`src/rtl/motion_scheduler.sv`:
```
// motion_scheduler
// Sequences cursor motion for the VGA demo. Owns the splash timer, the
// input-mode register and the cursor position. It grants one motion source
// per step period. The sources are the buttons, the accelerometer and the
// joystick. In mode 00 those sources share the cursor round-robin.
//
// Ports
//   vga_clk            sole clock
//   rst                synchronous active-high reset
//   js_button_a..d     active-low up/right/down/left buttons
//   js_button_f_d      mode-change level, rising edge steps the mode
//   joystick_data_x/y  12-bit joystick samples
//   accel_data_x/y     16-bit accelerometer samples
//   pos_c / pos_r      cursor column / row
//   splash_active      high during the splash phase
//   mode               11 buttons, 10 accel, 01 joystick, 00 arbitrated
//   grant              one-hot grant of the current move (0 btn, 1 acc, 2 js)
//   step_pulse         one-cycle strobe when the position updates
module motion_scheduler #(
  parameter int          SPLASH_CYCLES = 100_000_000,
  parameter int          STEP_PERIOD   = 250_000,
  parameter int          MAX_C         = 639,
  parameter int          MAX_R         = 479,
  parameter int          INIT_C        = 320,
  parameter int          INIT_R        = 240,
  parameter logic [7:0]  JS_HI         = 8'hF0,
  parameter logic [7:0]  JS_LO         = 8'h1F
) (
  input  logic        vga_clk,
  input  logic        rst,
  input  logic        js_button_a,
  input  logic        js_button_b,
  input  logic        js_button_c,
  input  logic        js_button_d,
  input  logic        js_button_f_d,
  input  logic [11:0] joystick_data_x,
  input  logic [11:0] joystick_data_y,
  input  logic [15:0] accel_data_x,
  input  logic [15:0] accel_data_y,
  output logic [9:0]  pos_c,
  output logic [8:0]  pos_r,
  output logic        splash_active,
  output logic [1:0]  mode,
  output logic [2:0]  grant,
  output logic        step_pulse
);

  localparam int SPL_W = (SPLASH_CYCLES > 1) ? $clog2(SPLASH_CYCLES) : 1;
  localparam int STP_W = (STEP_PERIOD > 1) ? $clog2(STEP_PERIOD) : 1;
  localparam logic [SPL_W-1:0] SPL_LAST = SPL_W'(SPLASH_CYCLES - 1);
  localparam logic [STP_W-1:0] STP_LAST = STP_W'(STEP_PERIOD - 1);

  typedef enum logic [1:0] {
    S_SPLASH = 2'd0,
    S_WAIT   = 2'd1,
    S_ARB    = 2'd2,
    S_MOVE   = 2'd3
  } state_t;

  // Round-robin successor over the three source indices.
  function automatic logic [1:0] f_next3(input logic [1:0] idx);
    case (idx)
      2'd0:    return 2'd1;
      2'd1:    return 2'd2;
      default: return 2'd0;
    endcase
  endfunction

  // Registered input copies
  logic        r_btn_a, r_btn_b, r_btn_c, r_btn_d;
  logic        r_f, r_f_d;
  logic [11:0] r_jx, r_jy;
  logic [15:0] r_ax, r_ay;

  // FSM and datapath registers
  state_t           r_state;
  logic [SPL_W-1:0] r_splash_cnt;
  logic [STP_W-1:0] r_step_cnt;
  logic [1:0]       r_mode;
  logic [1:0]       r_rr_ptr;
  logic [1:0]       r_sel_idx;
  logic             r_sel_rr;
  logic [1:0]       r_dx, r_dy;
  logic [9:0]       r_pos_c;
  logic [8:0]       r_pos_r;
  logic             r_splash;
  logic [2:0]       r_grant;
  logic             r_step_pulse;

  // Direction encoding: 2'b01 = +1, 2'b11 = -1, 2'b00 = 0
  logic [1:0] w_dx_btn, w_dy_btn, w_dx_acc, w_dy_acc, w_dx_js, w_dy_js;
  logic [3:0] w_req;
  logic [1:0] w_c0, w_c1, w_c2;
  logic       w_sel_valid;
  logic [1:0] w_sel_idx;
  logic [1:0] w_sel_dx, w_sel_dy;
  logic       w_f_rise;
  logic       w_unused;

  assign w_f_rise = r_f & ~r_f_d;
  assign w_c0     = f_next3(r_rr_ptr);
  assign w_c1     = f_next3(w_c0);
  assign w_c2     = f_next3(w_c1);
  // Low sample bits take no part in the direction decode.
  assign w_unused = ^{r_jx[3:0], r_jy[3:0], r_ax[7:0], r_ay[7:0]};

  // Register every input once before decode.
  always_ff @(posedge vga_clk) begin
    if (rst) begin
      r_btn_a <= 1'b1;
      r_btn_b <= 1'b1;
      r_btn_c <= 1'b1;
      r_btn_d <= 1'b1;
      r_f     <= 1'b0;
      r_f_d   <= 1'b0;
      r_jx    <= 12'h800;
      r_jy    <= 12'h800;
      r_ax    <= 16'h8000;
      r_ay    <= 16'h8000;
    end else begin
      r_btn_a <= js_button_a;
      r_btn_b <= js_button_b;
      r_btn_c <= js_button_c;
      r_btn_d <= js_button_d;
      r_f     <= js_button_f_d;
      r_f_d   <= r_f;
      r_jx    <= joystick_data_x;
      r_jy    <= joystick_data_y;
      r_ax    <= accel_data_x;
      r_ay    <= accel_data_y;
    end
  end

  // Per-source direction decode from the registered inputs.
  always_comb begin
    w_dx_btn = 2'b00;
    w_dy_btn = 2'b00;
    w_dx_acc = 2'b00;
    w_dy_acc = 2'b00;
    w_dx_js  = 2'b00;
    w_dy_js  = 2'b00;
    // Left beats right, down beats up.
    if (!r_btn_d)      w_dx_btn = 2'b11;
    else if (!r_btn_b) w_dx_btn = 2'b01;
    else               w_dx_btn = 2'b00;
    if (!r_btn_c)      w_dy_btn = 2'b01;
    else if (!r_btn_a) w_dy_btn = 2'b11;
    else               w_dy_btn = 2'b00;
    if (r_ax[15:8] == 8'h00)      w_dx_acc = 2'b11;
    else if (r_ax[15:8] == 8'hFF) w_dx_acc = 2'b01;
    else                          w_dx_acc = 2'b00;
    if (r_ay[15:8] == 8'h00)      w_dy_acc = 2'b01;
    else if (r_ay[15:8] == 8'hFF) w_dy_acc = 2'b11;
    else                          w_dy_acc = 2'b00;
    if (r_jx[11:4] > JS_HI)       w_dx_js = 2'b01;
    else if (r_jx[11:4] < JS_LO)  w_dx_js = 2'b11;
    else                          w_dx_js = 2'b00;
    if (r_jy[11:4] > JS_HI)       w_dy_js = 2'b11;
    else if (r_jy[11:4] < JS_LO)  w_dy_js = 2'b01;
    else                          w_dy_js = 2'b00;
    w_req = {1'b0, |{w_dx_js, w_dy_js}, |{w_dx_acc, w_dy_acc}, |{w_dx_btn, w_dy_btn}};
  end

  // Source selection for the ARB slot; mode 00 searches from rr_ptr+1.
  always_comb begin
    w_sel_valid = 1'b0;
    w_sel_idx   = 2'd0;
    case (r_mode)
      2'b11: begin w_sel_idx = 2'd0; w_sel_valid = w_req[0]; end
      2'b10: begin w_sel_idx = 2'd1; w_sel_valid = w_req[1]; end
      2'b01: begin w_sel_idx = 2'd2; w_sel_valid = w_req[2]; end
      2'b00: begin
        if (w_req[w_c0])      begin w_sel_idx = w_c0; w_sel_valid = 1'b1; end
        else if (w_req[w_c1]) begin w_sel_idx = w_c1; w_sel_valid = 1'b1; end
        else if (w_req[w_c2]) begin w_sel_idx = w_c2; w_sel_valid = 1'b1; end
        else                  begin w_sel_idx = 2'd0; w_sel_valid = 1'b0; end
      end
      default: begin w_sel_idx = 2'd0; w_sel_valid = 1'b0; end
    endcase
    case (w_sel_idx)
      2'd0:    begin w_sel_dx = w_dx_btn; w_sel_dy = w_dy_btn; end
      2'd1:    begin w_sel_dx = w_dx_acc; w_sel_dy = w_dy_acc; end
      2'd2:    begin w_sel_dx = w_dx_js;  w_sel_dy = w_dy_js;  end
      default: begin w_sel_dx = 2'b00;    w_sel_dy = 2'b00;    end
    endcase
  end

  // Mode register, stepped down once per rising edge of the mode request.
  always_ff @(posedge vga_clk) begin
    if (rst) begin
      r_mode <= 2'b11;
    end else if (w_f_rise) begin
      r_mode <= r_mode - 2'd1;
    end else begin
      r_mode <= r_mode;
    end
  end

  // Splash / wait / arbitrate / move sequencer with registered outputs.
  always_ff @(posedge vga_clk) begin
    if (rst) begin
      r_state      <= S_SPLASH;
      r_splash_cnt <= '0;
      r_step_cnt   <= '0;
      r_rr_ptr     <= 2'd2;
      r_sel_idx    <= 2'd0;
      r_sel_rr     <= 1'b0;
      r_dx         <= 2'b00;
      r_dy         <= 2'b00;
      r_pos_c      <= 10'(INIT_C);
      r_pos_r      <= 9'(INIT_R);
      r_splash     <= 1'b1;
      r_grant      <= 3'b000;
      r_step_pulse <= 1'b0;
    end else begin
      r_step_pulse <= 1'b0;
      case (r_state)
        S_SPLASH: begin
          if (r_splash_cnt == SPL_LAST) begin
            r_splash_cnt <= '0;
            r_splash     <= 1'b0;
            r_state      <= S_WAIT;
          end else begin
            r_splash_cnt <= r_splash_cnt + 1'b1;
          end
        end
        S_WAIT: begin
          if (r_step_cnt == STP_LAST) begin
            r_step_cnt <= '0;
            r_state    <= S_ARB;
          end else begin
            r_step_cnt <= r_step_cnt + 1'b1;
          end
        end
        S_ARB: begin
          if (w_sel_valid) begin
            r_grant   <= 3'(3'b001 << w_sel_idx);
            r_sel_idx <= w_sel_idx;
            r_sel_rr  <= (r_mode == 2'b00);
            r_dx      <= w_sel_dx;
            r_dy      <= w_sel_dy;
            r_state   <= S_MOVE;
          end else begin
            r_grant   <= 3'b000;
            r_state   <= S_WAIT;
          end
        end
        S_MOVE: begin
          // Saturating update, each axis independent.
          if (r_dx == 2'b11 && r_pos_c != 10'd0)
            r_pos_c <= r_pos_c - 10'd1;
          else if (r_dx == 2'b01 && r_pos_c != 10'(MAX_C))
            r_pos_c <= r_pos_c + 10'd1;
          else
            r_pos_c <= r_pos_c;
          if (r_dy == 2'b11 && r_pos_r != 9'd0)
            r_pos_r <= r_pos_r - 9'd1;
          else if (r_dy == 2'b01 && r_pos_r != 9'(MAX_R))
            r_pos_r <= r_pos_r + 9'd1;
          else
            r_pos_r <= r_pos_r;
          if (r_sel_rr) r_rr_ptr <= r_sel_idx;
          else          r_rr_ptr <= r_rr_ptr;
          r_step_pulse <= 1'b1;
          r_state      <= S_WAIT;
        end
        default: begin
          r_state <= S_SPLASH;
        end
      endcase
    end
  end

  assign pos_c         = r_pos_c;
  assign pos_r         = r_pos_r;
  assign splash_active = r_splash;
  assign mode          = r_mode;
  assign grant         = r_grant;
  assign step_pulse    = r_step_pulse;

endmodule

```
`config.mk`:
```
export PLATFORM = sky130hd
export DESIGN_NAME = motion_scheduler
export DESIGN_NICKNAME = d
export VERILOG_FILES = /design/src/rtl/motion_scheduler.sv
export SDC_FILE = /design/constraint.sdc
export NUM_CORES = 1
export LEC_CHECK = 0
export CAP_MARGIN = 20
export CORE_MARGIN = 3
export CORE_UTILIZATION = 34
export CTS_CLUSTER_SIZE = 28
export DETAILED_ROUTE_END_ITERATION = 10
export SKIP_LAST_GASP = 1
export SLEW_MARGIN = 20
export SYNTH_ARGS = -nofsm -noshare
export SYNTH_HDL_FRONTEND = slang
export SYNTH_SLANG_ARGS = --single-unit
```
`constraint.sdc`:
```
create_clock -name vga_clk -period 7.35 [get_ports vga_clk]
set_input_delay 2.205 -clock vga_clk [delete_from_list [all_inputs] [get_ports vga_clk]]
set_output_delay 2.205 -clock vga_clk [all_outputs]
set_load 0.005 [all_outputs]
```
==> flow_summary.ini <==
[status]
status = finished, final reports clean

[timing]
setup-tns-final_ns = 0
rsz0062_at_grt = false
setup_ws_ns = 3.62
finalMaxSlewViolations = 0
period_minus_slack_ns = 3.73
slew_headroom = 0.326
setup_violations = 0
min_period_over_period = 0.508
worst_slew_pin_slew_ns = 1.00
fmax_ghz = 0.268
hold_viol = 0
skew_ns = 0.00875

[synth]
netlist_instances = 679
synth_cell_type_count = 71
ys.flop_type = dfxtp_1
yosysSeqAreaShare = 0.408
synth_warnings = 0
synth-edff-count = 0
avgSynthCellArea_sq_um = 8.67
ys_ff_latch = 120
synth.cell_area_sq_mm = 0.00589
syn_nets = 769
synthArstFlopShare = 0

[global_route]
grt_max_degree = 52
track_usage = 0.139
grt_pass1_vias = 4688
overflow = 0
grt_pass1_wl_microns = 21200
antenna_found_initial = 0

[clocking]
numClockSinks = 120
clk_latency_ns = 0.41
clk_pin_slew_ns = 0.06
clockBufferDepth = 2
ctsHtreeMaxLevel = 4
cts_tree = yes
post_cts_buffers = 0
cts_resized = 0
ctsHoldBuffers = 0
cts_made_buffers = 17
root_buffer = clkbuf_16

[finish]
multi_input_area_sq_mm = 0.00327
diodes = 0
area_growth_pct = 23.6
drive_gt1_frac = 0.0873
regArea_sq_mm = 0.00240
nets = 833
design_area_sq_mm = 0.00728
nFillCells = 1684

[floorplan]
std_cell_rows = 47
coreArea_sq_mm = 0.0168
initial_core_util = 0.351
die_w_microns = 138
dieArea_sq_mm = 0.0189
num_io_pins = 89
die_h_microns = 138

[power]
p_per_area_mw_per_mm2 = 221
leakagePower_nw = 2.70
peakVddDrop_v = 0.000149

[critical_path]
crit_buf_inv = 1
cp-start-kind = register
crit_family = buffers and inverters
startpoint = mode[1]
crit_slowest_cell = clkdlybuf4s50_1
max_stage_delay_ns = 0.57
critPathRequiredTime_ns = 5.14
worstSetupEndpointType = output port
crit_fanout = 9
reg2reg_from = pos_r[6]
arrival_ns = 1.53
path_class = reg2out
crit_chain = clkdlybuf4s50_1

[placed_design]
post-dp-hpwl_microns = 8770
postPlaceCellArea_sq_mm = 0.00668
place_congestion = 0.839
dpl_worst_slack_ns = 3.13
portBuffers = 64

[route]
ant_nets = 0
first_pass_iters = 8
drc = 0
routed_wire_length_per_instance_microns = 12.9
drtIter0Drc = 238
vias = 4897
vias_per_cell = 5.02
totalWireLength_microns = 12600

[hold_path]
hp-class = reg2reg
min-delay-start = r_f

[job]
drv_cap = 0
[layer usage]
layer  vias up  routed length [microns]  global-route usage
met5         -                        0                   0
li1       2532                        -                   -
met1      2288                     5770               0.160
met4         0                      158              0.0527
met2        64                     6200               0.244
met3        13                      431              0.0405
[metrics by stage]
step	total power, mW	hold WS [ns]	utilization	cells
after detailed placement	0.791	0.458	0.399	944
after global placement	0.789	0.458	0.399	944
after floorplan	0.759	0.439	-	679
after global routing	1.67	0.487	0.434	976
final	1.61	0.471	0.434	976
after CTS	1.63	0.473	0.434	976
[layout make-up]
class / instances / area share
multi-input cells: 515 / 0.449
flip-flops and latches: 120 / 0.330
repair buffers: 67 / 0.0904
clock buffers: 17 / 0.0584
well taps: 220 / 0.0378
clock inverters: 15 / 0.0229
inverters: 22 / 0.0113
[state kept, by name, indices dropped and copies added (netlist names), 2 cells and up]
name and flops:
r_dx 2, r_sel_idx 2, r_ay 8, r_jy 8, pos_c 10, grant 3
pos_r 9, r_ax 8, r_splash_cnt 27, r_jx 8, mode 2, r_rr_ptr 2
r_step_cnt 18, r_dy 2, r_state 2
[worst register-to-register path: cells and delay by family (launching register included)]
family / cells / cell delay [ns]
AND/OR/NAND/NOR: 2 / 0.23
adder cells (fa/ha/maj): 1 / 0.41
multiplexers: 2 / 0.60
flip-flops: 1 / 0.43
AO/OA/AOI/OAI: 5 / 1.75
[power by group]
| group | switching [mW] | internal, mW | leakage (nW) | total (mW) |
|---|---|---|---|---|
| registers | 0.0138 | 0.668 | 0.979 | 0.682 |
| logic | 0.0468 | 0.0473 | 1.43 | 0.0941 |
| clock network | 0.323 | 0.507 | 0.293 | 0.830 |
[cell usage in the layout, fill, tap and decap left out, drive strengths merged, types with 20 or more instances in the layout]
cell / count
nand3: 22
inv: 29
nor2: 93
clkdlybuf4s50: 63
dfxtp: 120
nand2: 58
o21ai: 29
xnor2: 20
nor2b: 38
nor3: 24
a21oi: 36
ha: 25
[synthesized netlist by cell type (10+ instances only)]
cell type	number	area share
or2_2	13	0.014
nand4_1	19	0.020
xor2_1	16	0.024
xnor2_1	20	0.030
nor4_1	16	0.017
and3_1	10	0.011
nor2_1	93	0.059
ha_1	25	0.053
nand2_1	58	0.037
nor3_1	24	0.020
nor2b_1	38	0.040
inv_1	22	0.014
o211ai_1	10	0.013
dfxtp_1	120	0.41
clkbuf_1	13	0.0083
a21oi_1	36	0.031
o21ai_0	25	0.021
nand3_1	22	0.019
[final timing paths]
check	cells past startpoint	slack [ns]	end
hold / removal	1	0.47	r_f_d
setup / recovery	1	3.62	mode[1]
hold reg to reg	1	0.47	r_f_d
setup reg to reg	10	3.84	pos_r[8]
[logic make-up (layout without fill, tap and decap cells)]
| kind of cell | Yosys count | after routing | share of synthesized area |
|---|---|---|---|
| and+or+nand+nor | 332 | 332 | 0.292 |
| DFF | 120 | 120 | 0.408 |
| AOI/OAI and AO/OA | 110 | 110 | 0.131 |
| buffers and inverters | 44 | 121 | 0.0378 |
| xor gates and xnor gates | 36 | 36 | 0.0535 |
| adders and majority gates | 27 | 27 | 0.0599 |
| muxes | 10 | 10 | 0.0178 |
No activity file was read; power rests on OpenSTA's default activity.
==> patch, RTL diff (same settings) <==
`STEP_PERIOD`: 250_000 -> 62_500.
--- a/src/rtl/motion_scheduler.sv
+++ b/src/rtl/motion_scheduler.sv
@@ -18,7 +18,7 @@
 //   step_pulse         one-cycle strobe when the position updates
 module motion_scheduler #(
   parameter int          SPLASH_CYCLES = 100_000_000,
-  parameter int          STEP_PERIOD   = 250_000,
+  parameter int          STEP_PERIOD   = 62_500,
   parameter int          MAX_C         = 639,
   parameter int          MAX_R         = 479,
   parameter int          INIT_C        = 320,
Behaviour: same outputs for any inputs over 10 cycles, from zero or initial values and one cycle with rst high; that may be too few to reach the edited logic, so the function may still have changed.
==> patch against the original RTL <==
Die area fell by 2.5%. Clock skew rose by 5.0 ps. Setup slack got worse by 300 ps. Final cell count fell by 3.0%. Synthesized cell count fell by 3.1%. Critical path depth rose by 4. Routed wire length rose by 0.59%. Sequential share of layout area rose by 0.12 points. Total power fell by 1.4%. Synthesized area fell by 2.6%. Final area fell by 2.0%. First-iteration DRC count rose by 20%. Utilization rose by 0.67 points. Sequential cell count fell by 2. Critical path type is now in -> reg. Critical endpoint is now r_splash_cnt[17]$_SDFFE_PP0P_. Largest power group unchanged.
==> patch: results <==
{
  "grt_pass1_wl_mm": 21.3,
  "critPathMaxStageDelay_ps": 740,
  "syn_inst": 658,
  "path_max_fanout": 80,
  "regMostFlops": "r_splash_cnt",
  "drt-met1-wl_mm": 5.95,
  "critPathArrivalTime_ps": 4290,
  "port_buffers": 64,
  "instances_no_fill": 947,
  "path_clk_slew_ps": 50,
  "pre_cts_ws_ps": 2840,
  "grt_pass1_vias": 4583,
  "cpMaxStageDelayCell": "nand2_1",
  "ir_drop_mv": 0.172,
  "num_vias": 4829,
  "drtPass1Iterations": 4,
  "synth.top_cells.by_count": "dfxtp_1 (118), nor2_1 (85), nand2_1 (55), nor2b_1 (38), a21oi_1 (31)",
  "dp_hpwl_mm": 8.93,
  "route.met2.wl_mm": 5.92,
  "syn_nets": 748,
  "post_cts_buffers": 0,
  "grt_max_degree": 81,
  "synth_top_area_share_pct": 41.2,
  "yosysUniqueCellTypes": 64,
  "fin_skew_ps": 13.8,
  "min_path_type": "reg -> reg",
  "grtUsageTotal_pct": 14.3,
  "status": "complete, no violations",
  "wirelength_mm": 12.6,
  "place_inst": 915,
  "layout.nets": 808,
  "slew_headroom_pct": 33.2,
  "drt_iter0_drc": 286,
  "gp_congestion": 0.898,
  "cts_buffers": 17,
  "synth_area_leaders": "dfxtp_1 (41%), nor2_1 (5.6%), ha_1 (5.5%)",
  "p_leak_nw": 2.64,
  "cts_max_path_buffers": 2,
  "cts.repair.resized": 0,
  "layout-drive-gt1-share_pct": 7.80,
  "ys_seq_area_share_pct": 41.2,
  "post_dp_cell_area_um2": 6540,
  "wl_met3_um": 582
}
patch: layout make-up:
cell class	count	area, µm²
fillers	1544	9040
clock buffers	24	482
multi-input cells	494	3190
well taps	216	270
inverters	21	78.8
repair buffers	66	651
clock inverters	8	97.6
flip-flops and latches	118	2360
patch: cell families after synthesis:
logic type | share of synthesized area (%)
xor+xnor | 5.80
mux | 1.64
compound gates | 14.6
simple gates | 27.3
buf+inv | 3.38
flops | 41.2
fa+ha+maj | 6.15
patch: power by group:
part	leakage, nW	internal, mW	switching, mW
clock	0.276	0.524	0.283
combinational	1.40	0.0521	0.0527
sequential	0.962	0.658	0.0144
patch: path summary, 6_finish.rpt:
path | from | to | slack (ps) | depth (start not counted)
worst max-delay path | rst | r_splash_cnt[17]$_SDFFE_PP0P_ | 3310 | 5
worst min-delay path | splash_active$_SDFFE_PP1P_ | splash_active$_SDFFE_PP1P_ | 450 | 2
worst max register to register | pos_r[4]$_SDFFE_PP1P_ | pos_r[8]$_SDFFE_PP0P_ | 3800 | 10
worst min register to register | splash_active$_SDFFE_PP1P_ | splash_active$_SDFFE_PP1P_ | 450 | 2
patch: layer usage:
| metal | vias to the layer above | track usage (%) |
|---|---|---|
| met5 | - | 0 |
| met2 | 95 | 23.1 |
| li1 | 2459 | - |
| met3 | 16 | 4.70 |
| met4 | 0 | 5.04 |
| met1 | 2259 | 17.9 |
patch: worst min-delay path, cell delays in order (launching register included):
cell and delay [ps]:
dfxtp_1 310, nand2_1 50, nand2_1 40
